<file path="src/rtl/vga_pkg.sv">
// Shared VGA timing constants and sync-state encodings.
// Both the timing generator and the downstream color mapper import this package.
package vga_pkg;

    localparam int CNT_W = 10;

    // 640x480 @ 60 Hz timing with a 25 MHz pixel rate, derived from the 50 MHz system clock.
    localparam int DEF_H_ACTIVE = 640;
    localparam int DEF_H_FRONT  = 16;
    localparam int DEF_H_SYNC   = 96;
    localparam int DEF_H_BACK   = 48;
    localparam int DEF_H_TOTAL  = DEF_H_ACTIVE + DEF_H_FRONT + DEF_H_SYNC + DEF_H_BACK;

    localparam int DEF_V_ACTIVE = 480;
    localparam int DEF_V_FRONT  = 10;
    localparam int DEF_V_SYNC   = 2;
    localparam int DEF_V_BACK   = 33;
    localparam int DEF_V_TOTAL  = DEF_V_ACTIVE + DEF_V_FRONT + DEF_V_SYNC + DEF_V_BACK;

    typedef enum logic [1:0] {
        H_ACT = 2'd0,
        H_FP  = 2'd1,
        H_SYN = 2'd2,
        H_BP  = 2'd3
    } h_state_t;

    typedef enum logic [1:0] {
        V_ACT = 2'd0,
        V_FP  = 2'd1,
        V_SYN = 2'd2,
        V_BP  = 2'd3
    } v_state_t;

endpackage

</file>
<file path="src/rtl/sync_stage_counter.sv">
// Mod-N up counter with enable.
// o_count_next and o_wrap are combinational look-ahead signals, so the parent
// can register decoded outputs in step with the count itself.
module sync_stage_counter
    import vga_pkg::*;
#(
    parameter int N = DEF_H_TOTAL
) (
    input  logic             i_clk,
    input  logic             i_rst_n,
    input  logic             i_en,
    output logic [CNT_W-1:0] o_count,
    output logic [CNT_W-1:0] o_count_next,
    output logic             o_wrap
);

    localparam logic [CNT_W-1:0] LAST = CNT_W'(N - 1);
    localparam logic [CNT_W-1:0] ZERO = {CNT_W{1'b0}};
    localparam logic [CNT_W-1:0] ONE  = CNT_W'(1);

    logic [CNT_W-1:0] r_count;

    // Next count: hold, wrap at N-1, or increment.
    always_comb begin
        o_wrap = i_en & (r_count == LAST);
        if (!i_en) begin
            o_count_next = r_count;
        end else if (o_wrap) begin
            o_count_next = ZERO;
        end else begin
            o_count_next = r_count + ONE;
        end
    end

    // Count register.
    always_ff @(posedge i_clk or negedge i_rst_n) begin
        if (!i_rst_n) begin
            r_count <= ZERO;
        end else begin
            r_count <= o_count_next;
        end
    end

    assign o_count = r_count;

endmodule

</file>
<file path="src/rtl/vga_timing_gen.sv">
// VGA raster timing generator.
// A pixel step happens every second Clk. The horizontal counter wraps each line,
// and the vertical counter is stepped by that wrap. Sync and blank are registered
// from the look-ahead count and state, so they line up with DrawX/DrawY.
// The first pixel step after reset presents pixel 0/0 instead of advancing past it;
// that step starts frame 0, turning on blank and pulsing frame_start.
module vga_timing_gen
    import vga_pkg::*;
#(
    parameter int H_ACTIVE = DEF_H_ACTIVE,
    parameter int H_FRONT  = DEF_H_FRONT,
    parameter int H_SYNC   = DEF_H_SYNC,
    parameter int H_BACK   = DEF_H_BACK,
    parameter int V_ACTIVE = DEF_V_ACTIVE,
    parameter int V_FRONT  = DEF_V_FRONT,
    parameter int V_SYNC   = DEF_V_SYNC,
    parameter int V_BACK   = DEF_V_BACK
) (
    input  logic       Clk,
    input  logic       Reset_n,
    input  logic       run,
    output logic       pixel_clk,
    output logic [9:0] DrawX,
    output logic [9:0] DrawY,
    output logic       hs,
    output logic       vs,
    output logic       blank,
    output logic       frame_start,
    output logic [7:0] frame_cnt
);

    localparam int H_TOTAL = H_ACTIVE + H_FRONT + H_SYNC + H_BACK;
    localparam int V_TOTAL = V_ACTIVE + V_FRONT + V_SYNC + V_BACK;

    localparam logic [CNT_W-1:0] H_FP_START  = CNT_W'(H_ACTIVE);
    localparam logic [CNT_W-1:0] H_SYN_START = CNT_W'(H_ACTIVE + H_FRONT);
    localparam logic [CNT_W-1:0] H_BP_START  = CNT_W'(H_ACTIVE + H_FRONT + H_SYNC);
    localparam logic [CNT_W-1:0] V_FP_START  = CNT_W'(V_ACTIVE);
    localparam logic [CNT_W-1:0] V_SYN_START = CNT_W'(V_ACTIVE + V_FRONT);
    localparam logic [CNT_W-1:0] V_BP_START  = CNT_W'(V_ACTIVE + V_FRONT + V_SYNC);
    localparam logic [CNT_W-1:0] CNT_ZERO    = {CNT_W{1'b0}};

    logic             r_pix_en;
    logic             r_primed;
    logic             w_step;
    logic             w_adv;
    logic             w_h_wrap;
    logic             w_v_wrap;
    logic             w_frame_start_next;
    logic [CNT_W-1:0] w_x;
    logic [CNT_W-1:0] w_x_next;
    logic [CNT_W-1:0] w_y;
    logic [CNT_W-1:0] w_y_next;
    h_state_t         r_h_state;
    h_state_t         w_h_state_next;
    v_state_t         r_v_state;
    v_state_t         w_v_state_next;
    logic             r_hs;
    logic             r_vs;
    logic             r_blank;
    logic             r_frame_start;
    logic [7:0]       r_frame_cnt;

    // Pixel-enable divider: toggles every Clk while running, frozen otherwise.
    always_ff @(posedge Clk or negedge Reset_n) begin
        if (!Reset_n) begin
            r_pix_en <= 1'b0;
        end else if (run) begin
            r_pix_en <= ~r_pix_en;
        end else begin
            r_pix_en <= r_pix_en;
        end
    end

    assign w_step = run & r_pix_en;
    assign w_adv  = w_step & r_primed;

    sync_stage_counter #(
        .N (H_TOTAL)
    ) u_h_cnt (
        .i_clk        (Clk),
        .i_rst_n      (Reset_n),
        .i_en         (w_adv),
        .o_count      (w_x),
        .o_count_next (w_x_next),
        .o_wrap       (w_h_wrap)
    );

    sync_stage_counter #(
        .N (V_TOTAL)
    ) u_v_cnt (
        .i_clk        (Clk),
        .i_rst_n      (Reset_n),
        .i_en         (w_h_wrap),
        .o_count      (w_y),
        .o_count_next (w_y_next),
        .o_wrap       (w_v_wrap)
    );

    // Horizontal next state, decoded from the count the line is about to show.
    always_comb begin
        w_h_state_next = r_h_state;
        if (w_adv) begin
            case (r_h_state)
                H_ACT: if (w_x_next == H_FP_START) w_h_state_next = H_FP;  else w_h_state_next = H_ACT;
                H_FP:  if (w_x_next == H_SYN_START) w_h_state_next = H_SYN; else w_h_state_next = H_FP;
                H_SYN: if (w_x_next == H_BP_START) w_h_state_next = H_BP;  else w_h_state_next = H_SYN;
                H_BP:  if (w_x_next == CNT_ZERO) w_h_state_next = H_ACT;   else w_h_state_next = H_BP;
                default: w_h_state_next = H_ACT;
            endcase
        end else begin
            w_h_state_next = r_h_state;
        end
    end

    // Vertical next state; it can only move on a line wrap.
    always_comb begin
        w_v_state_next = r_v_state;
        if (w_h_wrap) begin
            case (r_v_state)
                V_ACT: if (w_y_next == V_FP_START) w_v_state_next = V_FP;  else w_v_state_next = V_ACT;
                V_FP:  if (w_y_next == V_SYN_START) w_v_state_next = V_SYN; else w_v_state_next = V_FP;
                V_SYN: if (w_y_next == V_BP_START) w_v_state_next = V_BP;  else w_v_state_next = V_SYN;
                V_BP:  if (w_y_next == CNT_ZERO) w_v_state_next = V_ACT;   else w_v_state_next = V_BP;
                default: w_v_state_next = V_ACT;
            endcase
        end else begin
            w_v_state_next = r_v_state;
        end
    end

    // State registers for both sync FSMs.
    always_ff @(posedge Clk or negedge Reset_n) begin
        if (!Reset_n) begin
            r_h_state <= H_ACT;
            r_v_state <= V_ACT;
        end else begin
            r_h_state <= w_h_state_next;
            r_v_state <= w_v_state_next;
        end
    end

    // A frame begins on the priming step or when the raster wraps back to 0/0.
    assign w_frame_start_next = w_step & (~r_primed | w_v_wrap);

    // Registered sync, blank and frame outputs, updated only on pixel steps.
    always_ff @(posedge Clk or negedge Reset_n) begin
        if (!Reset_n) begin
            r_primed      <= 1'b0;
            r_hs          <= 1'b1;
            r_vs          <= 1'b1;
            r_blank       <= 1'b0;
            r_frame_start <= 1'b0;
            r_frame_cnt   <= 8'd0;
        end else if (!run) begin
            r_frame_start <= 1'b0;
        end else if (w_step) begin
            r_primed      <= 1'b1;
            r_hs          <= (w_h_state_next != H_SYN);
            r_vs          <= (w_v_state_next != V_SYN);
            r_blank       <= (w_h_state_next == H_ACT) && (w_v_state_next == V_ACT);
            r_frame_start <= w_frame_start_next;
            if (w_frame_start_next) begin
                r_frame_cnt <= r_frame_cnt + 8'd1;
            end
        end else begin
            r_frame_start <= 1'b0;
        end
    end

    assign pixel_clk   = r_pix_en;
    assign DrawX       = w_x;
    assign DrawY       = w_y;
    assign hs          = r_hs;
    assign vs          = r_vs;
    assign blank       = r_blank;
    assign frame_start = r_frame_start;
    assign frame_cnt   = r_frame_cnt;

endmodule

</file>
<file path="config.mk">
export PLATFORM = sky130hd
export DESIGN_NAME = vga_timing_gen
export DESIGN_NICKNAME = d
export VERILOG_FILES = /design/src/rtl/vga_pkg.sv /design/src/rtl/sync_stage_counter.sv /design/src/rtl/vga_timing_gen.sv
export SDC_FILE = /design/constraint.sdc
export NUM_CORES = 1
export LEC_CHECK = 0
export ABC_CLOCK_PERIOD_IN_PS = 2530
export CORE_MARGIN = 4
export CORE_UTILIZATION = 49
export DETAILED_ROUTE_END_ITERATION = 6
export PLACE_DENSITY = 0.8
export SYNTH_ARGS = -nofsm -noshare
export SYNTH_HDL_FRONTEND = slang
export SYNTH_SLANG_ARGS = --single-unit
</file>
<file path="constraint.sdc">
create_clock -name Clk -period 2.53 [get_ports Clk]
set_input_delay 0.3795 -clock Clk [delete_from_list [all_inputs] [get_ports Clk]]
set_output_delay 0.3795 -clock Clk [all_outputs]
set_load 0.01 [all_outputs]
</file>
==> results of run 1 <==
==> report_power, final <==
part,switching [mW],leakage (nW),internal [mW]
registers,0.0787,0.479,0.687
clock network,0.234,0.0504,0.293
logic,0.429,1.05,0.448
==> worst max-delay path: cells and delay by family, from the launching register on <==
| kind | cells | cell delay, ps |
|---|---|---|
| AOI/OAI and AO/OA | 4 | 870 |
| and+or+nand+nor | 4 | 1500 |
| DFF | 1 | 380 |
==> area by class of cell <==
type	instances	share of cell area, %
clock buffers	5	1.930
repair buffers	111	25.86
well taps	52	1.825
flip-flops and latches	38	26.77
multi-input cells	196	41.30
inverters	10	1.053
clock inverters	3	1.263
==> worst max path at each step <==
stage | depth (start not counted) | slack, ps | to | from
3_5_place_dp | 9 | -690 | blank | run
2_1_floorplan | 9 | -180 | blank | u_h_cnt.o_count[7]
3_3_place_gp | 9 | -580 | blank | run
6_report | 8 | -290 | blank | u_h_cnt.o_count[7]
4_1_cts | 9 | -280 | blank | u_h_cnt.o_count[7]
5_1_grt | 9 | -410 | blank | u_h_cnt.o_count[7]
==> flip-flops by register name, indices dropped and copies added, names as in the netlist <==
signal	cells
blank	1
frame_cnt	8
vs	1
r_h_state	2
pixel_clk	1
r_v_state	2
u_v_cnt.o_count	10
hs	1
u_h_cnt.o_count	10
r_primed	1
frame_start	1
==> kinds of logic after synthesis <==
group	Yosys count	share of synthesized area [%]
adder cells (fa/ha/maj)	4	2.165
AND/OR/NAND/NOR	121	29.06
multiplexers	1	0.4870
buffers and inverters	24	4.058
XOR/XNOR	20	7.576
AO/OA/AOI/OAI	50	15.42
flip-flops	38	41.23
==> per-layer routing <==
metal | vias to the layer above | part of all wire (%)
met5 | - | 0
met4 | 0 | 2.2
met3 | 28 | 7.1
met2 | 137 | 48
met1 | 1265 | 42
li1 | 1172 | -
==> per-stage QoR <==
stage | setup TNS (ps) | cell area (µm²)
floorplan | -285.0 | 2328
global placement | -3627 | 3168
detailed placement | -4437 | 3168
CTS | -496.3 | 3406
global route | -740.4 | 3566
finish | -403.2 | 3566
==> placed cells by master (no fill, tap or decap), drive strengths merged, types with 3 or more instances in the layout <==
cell type       n
clkdlybuf4s50  33
buf            77
nor4            7
and3           10
and2            3
nand2          31
o21ai          16
nor3           10
a21oi           6
inv            10
and4            3
nand4          13
clkbuf          5
nand3          12
xor2            7
dfrtp          36
ha              4
nor2           11
nor4b           3
xnor2          13
==> what timing repair did <==
action / 4_1_cts / 5_1_grt
resized for setup: 17 / 28
endpoints found under the setup margin: 6 / 11
setup buffers: 8 / 3
pin swaps: 12 / 18
==> out/results.tsv, run 1 <==
metric	value	unit
vias	2602	
timing.rr.start	u_h_cnt.o_count[7]	
finalSetupViolations	2	
hold_path_class	in2async	
finalHoldViolations	0	
grt_use_met3	4.450	%
drcViolationCount	0	
root_buffer	clkbuf_8	
die_height	76.70	µm
postCtsHoldBufs	0	
htreeDepth	2	
synth_cells	258	
path_class	reg2reg	
path_clk_slew	80	ps
yosys-top-cells-count	dfrtp_1 (36), nand2_1 (31), o21ai_0 (14)	
clock-sinks	38	
routabilityCongestion	0.9462	
yosys-top-cells-area	dfrtp_1 (39%), nand2_1 (5.0%), xnor2_1 (4.9%)	
drt-wirelength-per-cell	18.25	µm
synth_cell_types	58	
ir_worst_vdd	469.9	µV
worstPathCellList	or3b_4 > or4_4 > o21ai_4 > nand4_1 > o41ai_2 > o41ai_2 > or4b_1 > o21ai_1	
clk_path_buf_depth	2	
syn-num-nets	265	
tightest_slew	859.8	ps
die_w	76.70	µm
n_antenna_cell	0	
dr.pass1.iters	6	
hold_ws	192.4	ps
finalClockSkew	7.867	ps
fin_util	79.70	%
area_delta_synth_final	54.22	%
worst_path_most_repeated_cell	o41ai_2	
grt_pass1_vias	2530	
crit_path_top_delay_cell	or4_4	
gr-usage-met1	34.18	%
status	finished, violations left	
layout-drive-gt1-share	35.26	%
final-max-slew-violation-count	0	
ys_seq_area_share	41.23	%
grt_max_degree	39	
synth-main-ff-cell	dfrtp_1	
synth.most_common_cell	dfrtp_1	
grt_pass1_wl	12010	µm
synth_top_area_cell	dfrtp_1	
seq_area	954.7	µm²
power	2.170	mW
final_antenna_net_count	0	
dr.first_iter.drc_count	379	
endpoint_kind	flip-flop	
total_leakage_power	1.576	nW
dp_slack	-692.5	ps
hpwlAfterDp	4974	µm
insertion_delay	300	ps
cts_tree	built	
dieArea	0.005882	mm²
slowest_delay	480	ps
cp.required	2750	ps
nets	369	
numCtsBuffers	5	
grt_overflow	0	
fmax	0.3547	GHz
antenna_found_initial	0	
reg2reg_setup_slack	-290	ps
worst-r2r-cell-count	8	
final.fill_count	270	
critical_path_arrival	3040	ps
violations	negative setup slack	
busiest_layer	met2	
core.rowCount	24	
fin_cells	415	
power_density	608.4	mW/mm²
drv_cap	0	
synth_edf_count	0	
gr-usage-met2	40.51	%
routed_wl	7572	µm
finalCriticalPeriod	2819	ps
pin_count	36	
grt_setup_unrepaired	yes	
avgViaCountPerCell	6.270	
path_max_fanout	5	
syn_area_per_cell	8.962	µm²
relSlewSlack	42.68	%
ys_warn_count	0	
io_buffers	35	
core_area	0.004474	mm²
cp-start-kind	flip-flop	
worst_slack	-289.2	ps
reg2reg_to	blank	
ys_ff_latch	38	
async_flop_share	100.0	%
multiInputGateArea	0.001473	mm²
synth_top_area_share	38.96	%
grt_usage	24.83	%
syn_area	0.002312	mm²
period_share	111.4	%
start_util	51.68	%
placed_cells	396	
Note: power is estimated with default switching activity, not from simulation.
==> run 2: changes to the inputs <==
CTS_BUF_LIST = sky130_fd_sc_hd__clkbuf_16   (was default)
SLEW_MARGIN = 20   (was default)
==> out/results.tsv, run 2 (synthesized netlist as in run 1, its figures left out) <==
metric	value	unit	change
hold_path_class	in2async		unchanged
grt_overflow	0		unchanged
postCtsHoldBufs	0		unchanged
clk_path_buf_depth	2		unchanged
layout-drive-gt1-share	33.43	%	was 35.26%
path_class	reg2reg		unchanged
finalClockSkew	7.391	ps	was 7.867 ps
period_share	109.9	%	was 111.4%
fin_cells	411		was 415
die_height	76.70	µm	unchanged
drcViolationCount	0		unchanged
drt-wirelength-per-cell	17.61	µm	was 18.25 µm
critical_path_arrival	2990	ps	was 3040 ps
power	2.312	mW	was 2.170 mW
avgViaCountPerCell	6.204		was 6.270
hold_ws	208.3	ps	was 192.4 ps
area_delta_synth_final	53.14	%	was 54.22%
insertion_delay	280	ps	was 300 ps
final_cell_mix	buf_4 (71), dfrtp_1 (35), clkdlybuf4s50_1 (33)		was buf_4 (74), dfrtp_1 (35), clkdlybuf4s50_1 (33)
final_area	0.003541	mm²	was 0.003566 mm²
io_buffers	35		unchanged
root_buffer	clkbuf_16		was clkbuf_8
grt_pass1_wl	11900	µm	was 12,010 µm
path_clk_slew	60	ps	was 80 ps
status	finished, violations left		unchanged
finalCriticalPeriod	2780	ps	was 2819 ps
worst_slack	-250.3	ps	was -289.2 ps
ir_worst_vdd	600.2	µV	was 469.9 µV
core_area	0.004474	mm²	unchanged
clock-sinks	38		unchanged
final-max-slew-violation-count	0		unchanged
placed_area	0.003168	mm²	unchanged
nets	365		was 369
start_util	51.68	%	unchanged
endpoint_kind	flip-flop		unchanged
dr.pass1.iters	5		was 6
antenna_found_initial	0		unchanged
grt_usage	24.68	%	was 24.83%
fin_util	79.14	%	was 79.70%
core.rowCount	24		unchanged
hpwlAfterDp	4974	µm	unchanged
fmax	0.3597	GHz	was 0.3547 GHz
finalSetupViolations	2		unchanged
pin_count	36		unchanged
violations	negative setup slack		unchanged
total_leakage_power	1.548	nW	was 1.576 nW
path_max_fanout	6		was 5
layout_commonest_cell	buf_4		unchanged
vias	2550		was 2,602
die_w	76.70	µm	unchanged
final_antenna_net_count	0		unchanged
drv_cap	0		unchanged
numCtsBuffers	5		unchanged
grt_setup_unrepaired	yes		unchanged
power_density	653.0	mW/mm²	was 608.4 mW/mm²
dr.first_iter.drc_count	356		was 379
cp.required	2740	ps	was 2750 ps
placed_cells	396		unchanged
grt_pass1_vias	2471		was 2,530
tightest_slew	858.9	ps	was 859.8 ps
cts_tree	built		unchanged
htreeDepth	2		unchanged
cp-start-kind	flip-flop		unchanged
routed_wl	7237	µm	was 7572 µm
dieArea	0.005882	mm²	unchanged
routabilityCongestion	0.9462		unchanged
finalHoldViolations	0		unchanged
relSlewSlack	42.74	%	was 42.68%
n_antenna_cell	0		unchanged
grt_max_degree	39		unchanged
==> run 2: cell types whose count changed in the layout (fill, tap and decap cells not counted), sizes merged <==
cell,before,now
buf,77,73
==> run 2: area by class of cell <==
| cell class | count | area (µm²) |
|---|---|---|
| clock buffers | 5 | 125.1 |
| clock inverters | 3 | 45.04 |
| fillers | 283 | 933.4 |
| inverters | 10 | 37.54 |
| multi-input cells | 196 | 1425 |
| flip-flops and latches | 38 | 954.7 |
| well taps | 52 | 65.06 |
| repair buffers | 107 | 888.4 |
==> run 2: power by group <==
| group | total, mW | switching (mW) | internal [mW] |
|---|---|---|---|
| Clock | 0.720 | 0.256 | 0.465 |
| Combinational | 0.824 | 0.394 | 0.431 |
| Sequential | 0.768 | 0.0796 | 0.688 |
==> run 2: path summary, 6_finish.rpt <==
path / from / end / slack, ps / cells past startpoint
min: Reset_n / u_h_cnt.o_count[4] / 210 / 1
min in group Clk: frame_cnt[7] / frame_cnt[7] / 470 / 1
max in group asynchronous: Reset_n / u_h_cnt.o_count[0] / 1740 / 1
min reg2reg: frame_cnt[7] / frame_cnt[7] / 470 / 1
max: u_h_cnt.o_count[6] / blank / -250 / 9
max reg2reg: u_h_cnt.o_count[6] / blank / -250 / 9
==> run 2: repair_timing <==
item | CTS | global route
pin swaps | 10 | 12
endpoints found under the setup margin | 6 | 11
resized for setup | 15 | 22
buffers inserted | 5 | 2
==> run 2: worst max-delay path, stage by stage (launching register included) <==
cell and delay (ps):
dfrtp_1 390, or3b_4 390, or4_4 470, buf_4 170
nor2_2 110, a211oi_2 60, o41ai_2 360, o41ai_2 140
or4b_1 470, o21ai_1 140
==> run 2: layer usage <==
layer | part of all wire [%] | vias up | GRT usage (%)
met1 | 43 | 1231 | 34.00
met2 | 48 | 129 | 40.33
li1 | - | 1162 | -
met5 | 0 | - | 0
met4 | 1.5 | 0 | 5.072
met3 | 7.3 | 28 | 4.801
==> run 2: stage by stage <==
step | setup slack, ps | TNS [ps]
after floorplan | -177.8 | -285.0
after global placement | -576.0 | -3627
after detailed placement | -692.5 | -4437
after CTS | -281.4 | -503.6
after global routing | -400.3 | -716.7
final | -250.3 | -359.4
